--- config.mk ---
export PLATFORM = sky130hd
export DESIGN_NAME = sr_latch_framed
export DESIGN_NICKNAME = d
export VERILOG_FILES = /design/src/rtl/sr_latch_pkg.sv /design/src/rtl/sr_lane.sv /design/src/rtl/sr_latch_framed.sv
export SDC_FILE = /design/constraint.sdc
export NUM_CORES = 1
export LEC_CHECK = 0
export ABC_AREA = 1
export CORE_MARGIN = 10
export CORE_UTILIZATION = 51
export CTS_BUF_LIST = sky130_fd_sc_hd__clkbuf_16
export DETAILED_ROUTE_END_ITERATION = 8
export GPL_ROUTABILITY_DRIVEN = 1
export MAX_ROUTING_LAYER = met4
export PLACE_DENSITY = 0.76
export SETUP_SLACK_MARGIN = 0.05
export SLEW_MARGIN = 20
export SYNTH_ARGS = -nofsm -noshare
export SYNTH_HDL_FRONTEND = slang
export SYNTH_HIERARCHICAL = 1
export SYNTH_SLANG_ARGS = --single-unit
--- constraint.sdc ---
create_clock -name clk -period 3 [get_ports clk]
set_input_delay 0.9 -clock clk [delete_from_list [all_inputs] [get_ports clk]]
set_output_delay 0.9 -clock clk [all_outputs]
set_load 0.01 [all_outputs]
--- src/rtl/sr_latch_pkg.sv ---
// Shared types and sizing helpers for the framed serial-to-parallel latch.
// SR_LATCH_PARITY_EN adds one odd-parity bit to every frame.
package sr_latch_pkg;

  typedef enum logic [1:0] {
    CNT_IDLE,
    CNT_SHIFTING,
    CNT_FULL,
    CNT_OVERRUN
  } cnt_state_t;

`ifdef SR_LATCH_PARITY_EN
  localparam int PAR_BITS = 1;
`else
  localparam int PAR_BITS = 0;
`endif

  function automatic int frame_len(input int n);
    return n + PAR_BITS;
  endfunction

  function automatic int cnt_width(input int frame);
    return $clog2(frame + 2);
  endfunction

endpackage

--- src/rtl/sr_lane.sv ---
// One serial lane: frame-wide shift register plus odd-parity check.
// SR_LATCH_PARITY_EN enables the parity bit and its check.
module sr_lane
  import sr_latch_pkg::*;
#(
  parameter int N         = 8,
  parameter int MSB_FIRST = 0
) (
  input  logic         clk,
  input  logic         clr,
  input  logic         shift,
  input  logic         din,
  output logic [N-1:0] data,
  output logic         par_ok
);

  localparam int FRAME = frame_len(N);

  logic [FRAME-1:0] sr;

  always_ff @(posedge clk or posedge clr) begin
    if (clr) begin
      sr <= '0;
    end else if (shift) begin
      if (MSB_FIRST != 0) begin
        sr <= {sr[FRAME-2:0], din};
      end else begin
        sr <= {din, sr[FRAME-1:1]};
      end
    end
  end

  // The parity bit is shifted last, so it sits opposite the data start.
  if (MSB_FIRST != 0) begin : g_msb
    assign data = sr[FRAME-1 -: N];
  end else begin : g_lsb
    assign data = sr[N-1:0];
  end

`ifdef SR_LATCH_PARITY_EN
  assign par_ok = ^sr;
`else
  assign par_ok = 1'b1;
`endif

endmodule

--- src/rtl/sr_latch_framed.sv ---
// Multi-lane framed shift register with bit-count checked output latch.
// SR_LATCH_PARITY_EN adds per-frame odd parity and parity_err.
module sr_latch_framed
  import sr_latch_pkg::*;
#(
  parameter int N         = 8,
  parameter int CH        = 1,
  parameter int MSB_FIRST = 0
) (
  input  logic          clk,
  input  logic          clr,
  input  logic          sclk,
  input  logic          rclk,
  input  logic [CH-1:0] ser_in,
  input  logic          err_clr,
  output logic [CH*N-1:0] par_out,
  output logic          upd,
  output logic          frame_err,
  output logic          parity_err
);

  localparam int FRAME = frame_len(N);
  localparam int CW    = cnt_width(FRAME);
  localparam logic [CW-1:0] FULL_CNT = CW'(FRAME);

  logic [CW-1:0]   cnt;
  logic [CW-1:0]   cnt_nxt;
  cnt_state_t      st;
  logic [CH*N-1:0] data;
  logic [CH-1:0]   ok;
  logic            par_good;
  logic            latch_try;
  logic            latch_ok;
  logic            frame_ev;

  for (genvar c = 0; c < CH; c++) begin : g_lane
    sr_lane #(
      .N         (N),
      .MSB_FIRST (MSB_FIRST)
    ) u_lane (
      .clk    (clk),
      .clr    (clr),
      .shift  (sclk),
      .din    (ser_in[c]),
      .data   (data[c*N +: N]),
      .par_ok (ok[c])
    );
  end

  assign par_good = &ok;

  always_comb begin
    st = CNT_SHIFTING;
    if (cnt == '0) begin
      st = CNT_IDLE;
    end else if (cnt == FULL_CNT) begin
      st = CNT_FULL;
    end else if (cnt > FULL_CNT) begin
      st = CNT_OVERRUN;
    end
  end

  // sclk wins a collision: the latch request is dropped, not accepted.
  always_comb begin
    cnt_nxt   = cnt;
    latch_try = 1'b0;
    frame_ev  = 1'b0;
    if (sclk) begin
      if (st != CNT_OVERRUN) begin
        cnt_nxt = cnt + 1'b1;
      end
      frame_ev = rclk;
    end else if (rclk) begin
      cnt_nxt = '0;
      if (st == CNT_FULL) begin
        latch_try = 1'b1;
      end else begin
        frame_ev = 1'b1;
      end
    end
  end

  assign latch_ok = latch_try & par_good;

  always_ff @(posedge clk or posedge clr) begin
    if (clr) begin
      cnt       <= '0;
      par_out   <= '0;
      upd       <= 1'b0;
      frame_err <= 1'b0;
    end else begin
      cnt       <= cnt_nxt;
      upd       <= latch_ok;
      frame_err <= (frame_err & ~err_clr) | frame_ev;
      if (latch_ok) begin
        par_out <= data;
      end
    end
  end

`ifdef SR_LATCH_PARITY_EN
  logic parity_ev;

  assign parity_ev = latch_try & ~par_good;

  always_ff @(posedge clk or posedge clr) begin
    if (clr) begin
      parity_err <= 1'b0;
    end else begin
      parity_err <= (parity_err & ~err_clr) | parity_ev;
    end
  end
`else
  assign parity_err = 1'b0;
`endif

endmodule
### Yosys cells after proc, flatten, opt, wreduce, memory -nomap -nowiden

Index checks and enable logic that the tools add are counted.

| operators by class | value |
|---|---|
| multiply operators | 0 |
| shift-type cells | 0 |
| order comparisons | 1 |
| bitwise logic cells | 3 |
| eq/ne operators | 4 |
| add/sub/neg operators | 1 |
| mux-type cells | 12 |
| divide/modulo/power cells | 0 |
| reduce and logical (&&, ||, !) cells | 3 |

Operators with widths:

| cell | number |
|---|---|
| 2-to-1 mux 4 bit | 3 |
| 2-to-1 mux 1 bit | 6 |
| 2-to-1 mux 2 bit | 3 |
| adder 4 x 1 -> 4 bit (second input constant) | 1 |
| equality test 4 bit (second input constant) | 1 |
| greater-than comparator 4 bit (second input constant) | 1 |
| logical NOT 4 bit | 1 |
| equality test 2 bit (second input constant) | 1 |
| != test 2 x 1 -> 1 bit (second input constant) | 1 |
| != test 2 bit (second input constant) | 1 |
| AND reduction 2 bit | 1 |
| nonzero test 2 bit | 1 |
| AND 1 bit | 1 |
| inverter 1 bit | 1 |
| bitwise OR 1 bit | 1 |

| word-level totals | value |
|---|---|
| output and inout port bits | 11 |
| latch bits | 0 |
| ROM bits | 0 |
| logic and storage cells | 29 |
| memory bits (writable) | 0 |
| register bits after elaboration | 22 |
| bits of input ports | 6 |
| memories | 0 |

### Longest topological paths before layout

| depth | value |
|---|---|
| depth in word-level cells | 9 |
| mapped depth | 8 |
| mapped depth without buffers | 8 |

### By module

Netlist, hierarchy kept.

Modules (own cells, without submodules):

| module | instances | area an instance (um2) | cells each |
|---|---|---|---|
| sr_latch_framed | 1 | 681.9 | 76 |
| sr_lane | 1 | 320.3 | 37 |

### Least setup slack after synthesis

OpenSTA, ideal clock, no wires.

| timing | value |
|---|---|
| path type | input -> register |
| from | input port sclk |
| to | register par_out[0] |
| slack | 1.590 ns |
| required time | 2.935 ns |
| arrival | 1.345 ns |
| stages | 7 |
| cell sequence | inv_2 nand2_4 inv_6 nand2_4 nor2_8 nand2_1 nand2_1 |

| between the ends | value |
|---|---|
| longest elaborated chain between the ends | 1 |

RTL lines:

| what | RTL line | text |
|---|---|---|
| start: declaration | sr_latch_framed.sv:12 | `input logic sclk,` |
| 2-to-1 mux 1 bit | sr_latch_framed.sv:68 | `if (sclk) begin` |
| via latch_ok | sr_latch_framed.sv:33 | `logic latch_ok;` |
| end signal: assignment | sr_latch_framed.sv:96 | `par_out <= data;` |
| end: declaration | sr_latch_framed.sv:16 | `output logic [CH*N-1:0] par_out,` |

The timed path passes the listed nets, and every way through them passes these cells.
A chain may end at the register's enable or synchronous reset.

### Final worst setup path

| timing | value |
|---|---|
| from | register par_out[5] |
| to | output port par_out[5] |

No word-level cell between the ends.

==> results.py <==
metrics = {
    "drt": {
        "via_per_inst": 4.62,
        "drt_wl_total_mm": 1.79,
        "avgRoutedWirePerCell_um": 11.6,
        "vias": 712,
        "first_pass_iters": 4,
        "drt-initial-drc-count": 25,
        "ant_nets": 0,
        "drcViolationCount": 0,
    },
    "pwr": {
        "ir_worst_vdd_uv": 416,
        "p_leak_nw": 0.683,
        "clockPowerShare": 0.340,
        "sw_frac_of_total": 0.272,
        "p_int_w": 0.000590,
        "p_seq_frac": 0.468,
        "power.density_nw_per_um2": 656,
        "pwr-share-comb": 0.193,
        "p_switching_w": 0.000221,
    },
    "timing": {
        "min_period_ns": 2.05,
        "setup_viol": 0,
        "tightest_slew_ns": 0.530,
        "fin_crit_sh": 0.682,
        "rsz0062_at_grt": "false",
        "relSlewSlack": 0.646,
        "timing.fmax_ghz": 0.489,
        "skew_ns": 0.00171,
        "fin_tns_setup_ns": 0,
        "hold_violations": 0,
        "drv_slew": 0,
    },
    "clock_tree": {
        "root_buffer": "clkbuf_16",
        "ctsHoldBuffers": 0,
        "clock_latency_ns": 0.25,
        "clk_pin_slew_ns": 0.06,
        "h-tree-depth": 1,
        "cts_tree": "yes",
        "cts_inserted_buffers": 3,
        "cts_setup_buffers": 0,
        "cts.repair.resized": 0,
        "numClockSinks": 22,
        "cts.path.max_buffers": 2,
    },
    "layout": {
        "area_growth_syn_to_layout_pct": 23.3,
        "final_nets": 138,
        "multi_input_area_sq_um": 375,
        "fill_cells": 159,
        "antenna_cells": 0,
        "seq_area_sq_um": 551,
        "post-route-util": 0.686,
        "drive_gt1_frac": 0.109,
    },
    "synthesis": {
        "seq_area_frac_synth": 0.549,
        "synth_top_area_cell": "dfrtp_1",
        "synth_common_cells": "nand2_1 (58), dfrtp_1 (22), inv_1 (6)",
        "synth_nets": 121,
        "ys.flop_type": "dfrtp_1",
        "synth_most_common_cell": "nand2_1",
        "syn_area_per_cell_sq_um": 8.87,
        "postSynth.asyncResetShare": 1.00,
        "synth-edff-count": 0,
        "yosysTopAreaCellShare": 0.549,
        "synth_seq_cells": 22,
        "yosysWarningCount": 6,
        "synthCells": 113,
        "synth.top_cells.by_area": "dfrtp_1 (55%), nand2_1 (22%), nand3_4 (3.5%)",
        "netlist-cell-type-count": 17,
        "syn_area_sq_um": 1000,
    },
    "floorplan": {
        "row_count": 15,
        "die_h_um": 64.3,
        "ios": 17,
        "die_w_um": 64.3,
        "fp.coreArea_sq_um": 1800,
        "die-area_sq_um": 4140,
        "initial_utilization": 0.556,
    },
    "grt": {
        "grt_overflow": 0,
        "grt_pass1_wl_mm": 3.28,
        "grt_max_degree": 15,
        "first_global_vias": 737,
        "grt.total_usage": 0.0987,
        "grt_antenna_before_repair": 0,
    },
    "worst_setup_path": {
        "ff2ff_path_depth": 7,
        "critical_path_depth": 1,
        "crit_path_max_fanout": 2,
        "slowest_stage": "clkdlybuf4s50_1",
        "worstSetupPathType": "register to output pin",
        "crit_end": "par_out[5]",
        "worstPathArrival_ns": 1.15,
        "crit_family": "buffers and inverters",
        "cp-start-kind": "register",
        "path_cells": "clkdlybuf4s50_1",
        "cp.required_ns": 2.10,
        "end_kind": "output pin",
        "slowest_delay_ns": 0.55,
        "startpoint": "par_out[5]",
        "r2r-end": "par_out[3]",
        "reg2reg_slack_ns": 1.72,
        "cp_num_buf_inv": 1,
        "reg2reg_from": "cnt[0]",
    },
    "status": {
        "status": "finished, final reports clean",
    },
    "placed_design": {
        "port_buffers": 15,
        "dpl.hpwl_mm": 1.44,
        "place_congestion": 0.832,
    },
    "min_path": {
        "hold_class": "register to register",
    },
    "flow_run": {
        "maxCapViolations": 0,
    },
}
==> layer usage <==
layer  track usage  wire length (um)  vias to the layer above
met4        0.0401                14                        0
met2         0.145               808                       20
li1              -                 -                      369
met1         0.122               862                      321
met5             -                 0                        -
met3        0.0314               110                        2
==> logic make-up (layout without fill, tap and decap cells) <==
group	Yosys count	after routing	share of synthesized area
AOI/OAI and AO/OA	3	3	0.0150
xor gates and xnor gates	1	1	0.00874
adders and majority gates	2	2	0.0250
buffers and inverters	15	31	0.0762
DFF	22	22	0.549
other	2	2	0.00749
and+or+nand+nor	68	68	0.318
==> per-stage QoR <==
stage / instance area [sq um] / power (W) / cells / setup WS (ns) / hold WS (ns)
floorplan: 1000 / 0.000483 / 113 / 1.59 / 0.442
global placement: 1160 / 0.000536 / 150 / 0.794 / 0.456
detailed placement: 1160 / 0.000544 / 150 / 0.743 / 0.464
CTS: 1240 / 0.000821 / 154 / 0.935 / 0.477
global route: 1240 / 0.000862 / 154 / 0.883 / 0.505
finish: 1240 / 0.000811 / 154 / 0.954 / 0.475
==> how the worst min path moves through the flow <==
stage / endpoint / cells after the start / slack [ns] / startpoint
2_1_floorplan: g_lane[0].u_lane/data[0] / 2 / 0.44 / g_lane[0].u_lane/data[0]
6_report: par_out[2] / 2 / 0.47 / par_out[2]
3_5_place_dp: par_out[1] / 2 / 0.46 / par_out[1]
3_3_place_gp: par_out[5] / 2 / 0.46 / par_out[5]
5_1_grt: par_out[2] / 2 / 0.50 / par_out[2]
4_1_cts: par_out[1] / 2 / 0.48 / par_out[1]
==> power by group through the flow <==
stage / combinational [W] / sequential, W / clock (W)
floorplan: 0.0000992 / 0.000384 / 0
CTS: 0.000161 / 0.000379 / 0.000281
detailed placement: 0.000160 / 0.000384 / 0
global placement: 0.000153 / 0.000383 / 0
finish: 0.000156 / 0.000379 / 0.000276
global route: 0.000180 / 0.000387 / 0.000295
==> sequential cells by signal (all words and copies together) (netlist names) <==
name	cells
par_out	8
frame_err	1
upd	1
g_lane.u_lane/data	8
cnt	4
==> worst reg2reg max path, delay by kind of cell, from the launching register on <==
kind | cells | cell delay, ns
DFF | 1 | 0.41
adders and majority gates | 1 | 0.23
and+or+nand+nor | 4 | 0.37
buffers and inverters | 2 | 0.18
==> cell type report <==
type	instances	area share
inverter	12	0.0405
multi-input combinational	76	0.304
timing repair buffer	15	0.121
sequential	22	0.445
tap	25	0.0253
clock buffer	3	0.0607
clock inverter	1	0.00304
==> placed cells by master (no fill, tap or decap) <==
| cell type | count |
|---|---|
| nor2_1 | 1 |
| clkbuf_16 | 3 |
| dfrtp_1 | 22 |
| xor2_1 | 1 |
| inv_1 | 6 |
| nand2_1 | 58 |
| clkdlybuf4s50_1 | 15 |
| nand3_1 | 4 |
| clkinv_1 | 1 |
| o21ai_0 | 2 |
| inv_6 | 1 |
| conb_1 | 2 |
| nand2_4 | 2 |
| ha_1 | 2 |
| nand3_4 | 2 |
| nor2_8 | 1 |
| a21oi_1 | 1 |
| inv_2 | 5 |
Power figures use the tool's default switching activity.
